File: config.mk
export PLATFORM = sky130hd
export DESIGN_NAME = fpu_issue_controller
export DESIGN_NICKNAME = d
export VERILOG_FILES = /design/src/rtl/fpu_issue_controller.sv
export SDC_FILE = /design/constraint.sdc
export NUM_CORES = 1
export LEC_CHECK = 0
export CORE_ASPECT_RATIO = 0.9
export CORE_MARGIN = 5
export CORE_UTILIZATION = 38
export DETAILED_ROUTE_END_ITERATION = 12
export PLACE_DENSITY = 0.77
export SLEW_MARGIN = 20
export SYNTH_ARGS = -nofsm -noshare
export SYNTH_HDL_FRONTEND = slang
export SYNTH_SLANG_ARGS = --single-unit
File: constraint.sdc
create_clock -name clk -period 1.6 [get_ports clk]
set_input_delay 0.32 -clock clk [delete_from_list [all_inputs] [get_ports clk]]
set_output_delay 0.32 -clock clk [all_outputs]
set_load 0.05 [all_outputs]
File: src/rtl/fpu_issue_controller.sv
// fpu_issue_controller: issues one decoded op at a time to the
// fixed-point unit and returns it as a single writeback pulse.
module fpu_issue_controller #(
  parameter int WIDTH   = 32,
  parameter int FBITS   = 10,
  parameter int GUARD   = 2,
  parameter int TIMEOUT = 63
) (
  input  logic             clk,
  input  logic             reset,
  input  logic             req_valid,
  output logic             req_ready,
  input  logic [1:0]       req_op,
  input  logic [WIDTH-1:0] req_rs1,
  input  logic [WIDTH-1:0] req_rs2,
  input  logic [4:0]       req_rd,
  input  logic             flush,
  output logic [WIDTH-1:0] fpu_operand_1,
  output logic [WIDTH-1:0] fpu_operand_2,
  output logic [1:0]       fpu_operation,
  input  logic [WIDTH-1:0] fpu_result,
  input  logic             fpu_ready,
  output logic             wb_valid,
  output logic [4:0]       wb_rd,
  output logic [WIDTH-1:0] wb_data,
  output logic             wb_err,
  output logic             busy
);

  localparam logic [1:0] FPU_ADD  = 2'd0;
  localparam logic [1:0] FPU_SUB  = 2'd1;
  localparam logic [1:0] FPU_MUL  = 2'd2;
  localparam logic [1:0] FPU_SQRT = 2'd3;

  localparam logic [5:0] GUARD_C = 6'(GUARD);
  localparam logic [5:0] TMO_C   = 6'(TIMEOUT);
  localparam logic [5:0] CNT_MAX = 6'h3f;

  typedef enum logic [1:0] {
    IDLE,
    EXEC,
    WB
  } state_t;

  state_t state_q;
  state_t state_d;

  logic [5:0]       cnt_q;
  logic [1:0]       op_q;
  logic [WIDTH-1:0] rs1_q;
  logic [WIDTH-1:0] rs2_q;
  logic [4:0]       rd_q;

  logic accept;
  logic is_long;
  logic done;
  logic tmo;
  logic finish;

  // Fractional width only describes the unit's number format.
  logic unused_fbits;
  assign unused_fbits = (FBITS < 0);

  assign accept  = (state_q == IDLE) && req_valid && !flush;
  assign is_long = (op_q == FPU_MUL) || (op_q == FPU_SQRT);

  // Long ops ignore ready for GUARD cycles to mask a stale ready.
  assign done = is_long ? ((cnt_q >= GUARD_C) && fpu_ready)
                        : (cnt_q == '0);
  assign tmo    = is_long && !done && (cnt_q == TMO_C);
  assign finish = (state_q == EXEC) && !flush && (done || tmo);

  always_ff @(posedge clk) begin
    if (!reset) begin
      state_q <= IDLE;
    end else begin
      state_q <= state_d;
    end
  end

  always_comb begin
    state_d = state_q;
    unique case (state_q)
      IDLE: begin
        if (req_valid && !flush) state_d = EXEC;
      end
      EXEC: begin
        if (flush)              state_d = IDLE;
        else if (done || tmo)   state_d = WB;
      end
      WB:      state_d = IDLE;
      default: state_d = IDLE;
    endcase
  end

  always_ff @(posedge clk) begin
    if (!reset) begin
      cnt_q   <= '0;
      op_q    <= FPU_ADD;
      rs1_q   <= '0;
      rs2_q   <= '0;
      rd_q    <= '0;
      wb_rd   <= '0;
      wb_data <= '0;
      wb_err  <= 1'b0;
    end else begin
      if (accept) begin
        cnt_q <= '0;
        op_q  <= req_op;
        rs1_q <= req_rs1;
        rs2_q <= req_rs2;
        rd_q  <= req_rd;
      end else if (state_q == EXEC && cnt_q != CNT_MAX) begin
        cnt_q <= cnt_q + 6'd1;
      end
      if (finish) begin
        wb_rd   <= rd_q;
        wb_data <= done ? fpu_result : '0;
        wb_err  <= !done;
      end
    end
  end

  always_comb begin
    req_ready     = 1'b0;
    busy          = 1'b1;
    wb_valid      = 1'b0;
    fpu_operation = FPU_ADD;
    fpu_operand_1 = '0;
    fpu_operand_2 = '0;
    unique case (state_q)
      IDLE: begin
        req_ready = 1'b1;
        busy      = 1'b0;
      end
      EXEC: begin
        fpu_operation = op_q;
        fpu_operand_1 = rs1_q;
        fpu_operand_2 = rs2_q;
      end
      WB:      wb_valid = !flush && reset;
      default: ;
    endcase
  end

  logic unused_sub;
  assign unused_sub = (FPU_SUB == FPU_ADD);

endmodule

==> results of run 1 <==
-- flip-flops by register name, summed over array words and instances (netlist names) --
register / cells
rs1_q: 32
rs2_q: 32
wb_data: 32
cnt_q: 6
rd_q: 5
wb_rd: 5
op_q: 2
state_q: 2
wb_err: 1
-- stage by stage --
stage               instance area (sq um)  util (%)  instances  hold WS, ps
finish                               9094     72.51        952        459.5
global route                         9094     72.51        952        459.6
CTS                                  8954     71.40        942        446.1
detailed placement                   7878     62.82        890        450.7
global placement                     7878     62.82        890        446.2
floorplan                            4928         -        536        438.3
-- placed cells by master, fill, tap and decap left out, types with 2 or more instances in the layout --
master / instances
nand2_1: 154
dfxtp_1: 110
clkdlybuf4s50_1: 105
buf_12: 78
a21boi_0: 71
buf_4: 65
and2_4: 53
a32o_1: 27
clkbuf_16: 18
and2_2: 14
buf_16: 7
mux2i_1: 6
a32o_2: 5
nor2_1: 4
clkinv_2: 4
bufinv_16: 4
dfxtp_2: 4
buf_6: 4
inv_1: 3
o211a_1: 3
and4_4: 3
clkbuf_8: 3
clkbuf_1: 3
dfxtp_4: 3
nor2_2: 2
nor2_4: 2
o211ai_1: 2
a21oi_1: 2
xor2_1: 2
-- Yosys cell counts (2+ instances only) --
master and n:
nor2b_1 3, clkbuf_1 26, a32o_1 32, o211ai_1 2, nor2_1 8, buf_2 10
a21boi_0 71, inv_1 4, nand3_1 2, and2_1 68, mux2i_1 6, ha_1 3
o211a_1 4, dfxtp_1 117, buf_6 7, xor2_1 2, a21oi_1 2, nand2_1 155
-- final timing paths --
path | slack [ps] | from | end | cells after the start
min reg2reg | 460 | op_q[0]$_SDFFE_PN0P_ | op_q[0]$_SDFFE_PN0P_ | 2
min | 460 | op_q[0]$_SDFFE_PN0P_ | op_q[0]$_SDFFE_PN0P_ | 2
max | -300 | state_q[1]$_SDFFE_PN0P_ | fpu_operand_2[26] | 6
max reg2reg | -140 | cnt_q[5]$_SDFFE_PP0P_ | wb_rd[2]$_SDFFE_PN0P_ | 7
-- logic make-up (layout without fill, tap and decap cells) --
kind of cell	Yosys count	after routing	share of synthesized area, %
flip-flops	117	117	48.65
buffers and inverters	47	297	5.016
AO/OA/AOI/OAI	118	118	20.35
multiplexers	6	6	1.247
adder cells (fa/ha/maj)	3	3	0.7797
AND/OR/NAND/NOR	242	244	23.42
XOR/XNOR	3	3	0.5458
-- power by group through the flow --
stage               Clock, mW  Combinational [mW]  Sequential (mW)
floorplan                   0               0.294             3.15
global placement            0               0.746             3.12
detailed placement          0               0.763             3.13
CTS                      4.08               0.843             3.07
global route             4.22               0.922             3.08
finish                   4.02               0.865             3.07
-- cell type report --
type	count	area, sq um
flip-flops and latches	117	2359
fillers	838	3447
well taps	164	205.2
clock inverters	9	148.9
repair buffers	261	3376
inverters	4	15.01
multi-input cells	374	2512
clock buffers	23	478.0
-- routing by layer --
layer	wire length (um)	vias up	track usage (%)
met5	0	-	0
met4	503	0	9.307
met3	1176	41	7.577
met2	8929	205	38.26
met1	6565	2321	24.49
li1	-	2286	-
-- repair_timing --
item / CTS / global route
pin swaps: 41 / 22
gates resized for setup: 65 / 25
hold buffers: 0 / 0
setup buffers: 11 / 11
cloned: 9 / 1
endpoints found under the setup margin: 107 / 122
-- critical path, cell delays in order (launching register included) --
cell	delay (ps)
dfxtp_2	350
nor2b_4	150
buf_12	120
buf_12	130
buf_16	130
and2_4	150
buf_12	130
==> key figures, run 1 <==
Status
  • Status: finished, violations left
  • Failing checks: setup timing

Yosys
  • Sequential-to-total area share from yosys stat: 48.65%
  • Post-Syn Area: roughly 0.0048 sq mm
  • Async set or reset register ratio after synthesis: 0%
  • Post-synth top area cell: dfxtp_1
  • Average cell area after synthesis: 8.982 sq um
  • Synth unique cells: 32
  • Top post-synthesis cells by area: dfxtp_1 49%, nand2_1 12%, a21boi_0 11%, and2_1 8.8%, a32o_1 6.7%
  • Post-synth EDFFs: 0
  • Synth Flop Type: dfxtp_1
  • Syn nets: about 650
  • Post-synthesis cell count: between 500 and 600
  • #FFs+latches synth: between 100 and 150
  • Ys Warns: 0
  • Post-synth top area share: approximately half

Pwr
  • PD cells: ~870 mW/mm^2
  • Int Power: roughly 6.2 mW
  • Share of power burned in registers: slightly below 40%
  • Sw power: roughly 1.7 mW
  • Clock power frac: 50.5%
  • Overall power: just under 8 mW
  • Sw Ratio: between 20% and 30%
  • Combinational power share: 10.9%
  • Peak VDD IR: ~0.84 mV
  • LEAKAGE: 3.669 nW

Cells and area
  • Syn-to-layout area delta: 88.88%
  • Post-layout nets: ~900
  • Antenna Cells: 0
  • Fraction of layout cells with a size suffix above 1: a little over a third

Die
  • Die H: around 120 um
  • Die area: about 0.015 sq mm
  • Row Count: 39
  • I/O pin cnt: between 200 and 250
  • Die width: approximately 130 um
  • Initial Util: 38.39%
  • CORE AREA: ~0.013 sq mm

Timing
  • Crit path time final: ~1900 ps
  • Clock Skew: ~7.7 ps
  • Period utilization: 118.5%
  • Fmax: 527.3 MHz
  • Relative slew slack: roughly 69%
  • Setup WS post-layout: -296.5 ps
  • RSZ-0062 raised after global routing: true
  • Endpoints failing setup: about 110
  • Final Max Tran Viols: 0
  • Setup TNS: -21,260 ps
  • Final Hold Viols: 0
  • Worst Tran Pin Value: approximately 460 ps

Placed design
  • Placed wire-length estimate: approximately 10,000 um
  • Pre-CTS setup slack: -293.7 ps
  • I/O Buffers: approximately 210
  • Gpl congestion: between 0.7 and 0.8

Worst setup path
  • CP max FO: 7
  • Req. time, crit path: between 1000 and 1500 ps
  • Crit Path Category: register to primary output
  • Worst Path Arrival: about 1600 ps
  • CP Launch Type: register
  • CP Capture Type: primary output

Route
  • Detailed-route via count: a little under 5,000
  • Drt via density: ~5.1
  • Starting DRT DRC Count: ~220
  • DR WL/cell: approximately 18 um
  • TritonRoute pass-1 iters: 5
  • Final WL: around 17,000 um
  • Antenna violation net count after detailed routing: 0
  • DR DRC count: 0

Global route
  • Antenna violations before repair: 0
  • Largest net degree at the start of global routing: 54
  • First-pass GRT wire length: roughly 26,000 um
  • Vias in the first global route: about 5,000
  • Gr ovfl total: 0
  • Overall Global Routing Usage: a little over a fifth

CTS
  • Clk sinks: 117
  • Clock-pin slew on the worst setup and hold paths: approximately 60 ps
  • H-tree levels: 4
  • Total CTS buffers: 17
  • Clk buf depth: 2
  • Clk root buf: clkbuf_16
  • CTS tree: built
  • Worst skew pair latency: 410 ps

Flow run
  • Max-cap violation count: 0

Hold path
  • Hold Crit Class: register to register
(Power assumes the default switching activity.)
==> inputs of run 2 (changes only) <==
--- a/config.mk
+++ b/config.mk
@@ -10,6 +10,7 @@
 export CORE_UTILIZATION = 38
 export DETAILED_ROUTE_END_ITERATION = 12
 export PLACE_DENSITY = 0.77
+export SKIP_LAST_GASP = 1
 export SLEW_MARGIN = 20
 export SYNTH_ARGS = -nofsm -noshare
 export SYNTH_HDL_FRONTEND = slang
==> key figures, run 2 (synthesized netlist as in run 1, its figures left out) <==
Timing
  • Period utilization: 119.2% (+0.62 points)
  • Crit path time final: 1906 ps (+9.912 ps)
  • Clock Skew: 12.85 ps (+5.191 ps)
  • RSZ-0062 raised after global routing: true
  • Setup WS post-layout: -306.4 ps (-9.912 ps)
  • Worst Tran Pin Value: 457.1 ps (-3.982 ps)
  • Endpoints failing setup: 108 (unchanged)
  • Fmax: 524.5 MHz (-0.52%)
  • Relative slew slack: 69.52% (+0.27 points)
  • Final Hold Viols: 0 (unchanged)
  • Final Max Tran Viols: 0 (unchanged)

Pwr
  • PD cells: 873.3 mW/mm^2 (about the same)
  • Overall power: 7.943 mW (about the same)
  • LEAKAGE: 3.662 nW (-0.19%)
  • Peak VDD IR: 0.8408 mV (+0.32%)

Die
  • I/O pin cnt: 215 (unchanged)
  • Row Count: 39 (unchanged)
  • Die H: 116.8 um (unchanged)
  • CORE AREA: 0.01254 sq mm (unchanged)
  • Initial Util: 38.39% (unchanged)
  • Die area: 0.01502 sq mm (unchanged)
  • Die width: 128.7 um (unchanged)

Worst setup path
  • CP most frequent cell: buf_12
  • CP Launch Type: register
  • R2r startpoint: cnt_q[5]$_SDFFE_PP0P_
  • Setup crit start: state_q[0]$_SDFFE_PN0P_
  • Req. time, crit path: 1280 ps (about the same)
  • Max stage delay on crit path: 320 ps (-30 ps)
  • CP max-delay cell: dfxtp_2
  • CP Cell Sequence: nor2b_4, buf_12, buf_12, buf_8, and2_2, buf_12
  • Worst Path Arrival: 1590 ps (about the same)
  • Register-to-Register Path Depth: 7 (unchanged)
  • Setup crit end: fpu_operand_2[29]
  • Flop-to-flop setup slack: -140 ps (about the same)
  • Crit Path Category: register to primary output
  • Reg-to-reg endpoint: wb_rd[2]$_SDFFE_PN0P_
  • CP Capture Type: primary output
  • CP max FO: 5 (-2)

CTS
  • Clk root buf: clkbuf_16
  • Clk sinks: 117 (unchanged)
  • Total CTS buffers: 17 (unchanged)
  • Hold buffers post-CTS: 0 (unchanged)
  • Clk buf depth: 2 (unchanged)
  • Clock-pin slew on the worst setup and hold paths: 50 ps (about the same)
  • CTS tree: built
  • H-tree levels: 4 (unchanged)
  • Worst skew pair latency: 420 ps (about the same)

Flow run
  • Max-cap violation count: 0 (unchanged)

Global route
  • Overall Global Routing Usage: 21.97% (+0.038 points)
  • Vias in the first global route: 4,921 (unchanged)
  • Antenna violations before repair: 0 (unchanged)
  • Largest net degree at the start of global routing: 54 (unchanged)
  • Gr ovfl total: 0 (unchanged)
  • First-pass GRT wire length: 25,720 um (+0.14%)

Cells and area
  • Fillers: 831 (-0.84%)
  • Largest regs: rs1_q x32, rs2_q x32, wb_data x32
  • Most frequent cells in the layout: 154 x nand2_1, 110 x dfxtp_1, 106 x clkdlybuf4s50_1
  • Syn-to-layout area delta: 88.93% (about the same)
  • Post-layout nets: 886 (unchanged)
  • Antenna Cells: 0 (unchanged)
  • Most common cell after layout, fill and taps aside: nand2_1
  • Fraction of layout cells with a size suffix above 1: 36.04% (-0.13 points)

Status
  • Failing checks: setup timing
  • Status: finished, violations left

Route
  • Met2 wire length: 8932 um (about the same)
  • Antenna violation net count after detailed routing: 0 (unchanged)
  • TritonRoute pass-1 iters: 5 (unchanged)
  • DR DRC count: 0 (unchanged)
  • WL met3: 1304 um (+11%)
  • Uppermost layer routed: met4
  • Detailed-route via count: 4,835 (-0.37%)
  • Starting DRT DRC Count: 239 (+10%)
  • WL met1: 6399 um (-2.5%)
  • DR WL/cell: 17.97 um (-0.38%)
  • Final WL: 17,110 um (-0.38%)
  • Drt via density: 5.079 (-0.37%)

Placed design
  • Gpl congestion: 0.7983 (unchanged)
  • Pre-CTS setup slack: -293.7 ps (unchanged)
  • Placed wire-length estimate: 10,500 um (unchanged)
  • I/O Buffers: 214 (unchanged)

Hold path
  • Hold Crit Class: register to register
run 2: cell types whose count changed in the layout (fill, tap and decap cells not counted), sizes merged:
cell / previous run / this run
clkdlybuf4s50: 105 / 106
dlymetal6s2s: 1 / 0
run 2: worst min path at each step:
stage | from | end | slack [ps] | cells past startpoint
after detailed placement | wb_rd[3]$_SDFFE_PN0P_ | wb_rd[3]$_SDFFE_PN0P_ | 450 | 2
after global routing | req_rs1[27] | rs1_q[27]$_SDFFE_PN0P_ | 460 | 3
after floorplan | rd_q[0]$_SDFFE_PN0P_ | wb_rd[0]$_SDFFE_PN0P_ | 440 | 2
final | rs1_q[27]$_SDFFE_PN0P_ | rs1_q[27]$_SDFFE_PN0P_ | 460 | 2
after global placement | rs1_q[7]$_SDFFE_PN0P_ | rs1_q[7]$_SDFFE_PN0P_ | 450 | 2
after CTS | reset | state_q[1]$_SDFFE_PN0P_ | 450 | 3
run 2: timing repair:
action	CTS	global route
resized for setup	62	18
pin swaps	41	19
endpoints found under the setup margin	107	122
cloned	9	1
buffers inserted	11	9
run 2: routing by layer:
metal	up-vias	GRT usage, %
li1	2286	-
met2	192	38.29
met3	39	7.895
met5	-	0
met4	0	9.377
met1	2318	24.35
run 2: final cells by class:
cell class / instances / area [sq um] / share of cell area, %
clock inverter: 9 / 148.9 / 1.637
clock buffer: 23 / 478.0 / 5.254
inverter: 4 / 15.01 / 0.1651
multi-input combinational: 374 / 2497 / 27.46
sequential: 117 / 2359 / 25.93
timing repair buffer: 261 / 3393 / 37.30
tap: 164 / 205.2 / 2.256
run 2: power by group:
group | internal [mW] | leakage [nW] | total [mW] | switching [mW]
sequential | 3.01 | 0.955 | 3.07 | 0.0515
combinational | 0.482 | 2.40 | 0.865 | 0.383
clock | 2.72 | 0.311 | 4.01 | 1.29
total | 6.21 | 3.66 | 7.94 | 1.73
run 2: metrics by stage:
step	hold slack [ps]	TNS, ps	area, sq um	util [%]	instances
after floorplan	438.3	-2121	4928	-	536
after global placement	446.2	-16280	7878	62.82	890
after detailed placement	450.7	-24490	7878	62.82	890
after CTS	446.1	-21110	8949	71.36	942
after global routing	458.6	-27870	9096	72.53	952
final	458.7	-21910	9096	72.53	952
run 2: critical path: cells and delay by family, from the launching register on:
family | cells | cell delay, ps
flip-flops | 1 | 320
AND/OR/NAND/NOR | 2 | 330
buffers and inverters | 4 | 530
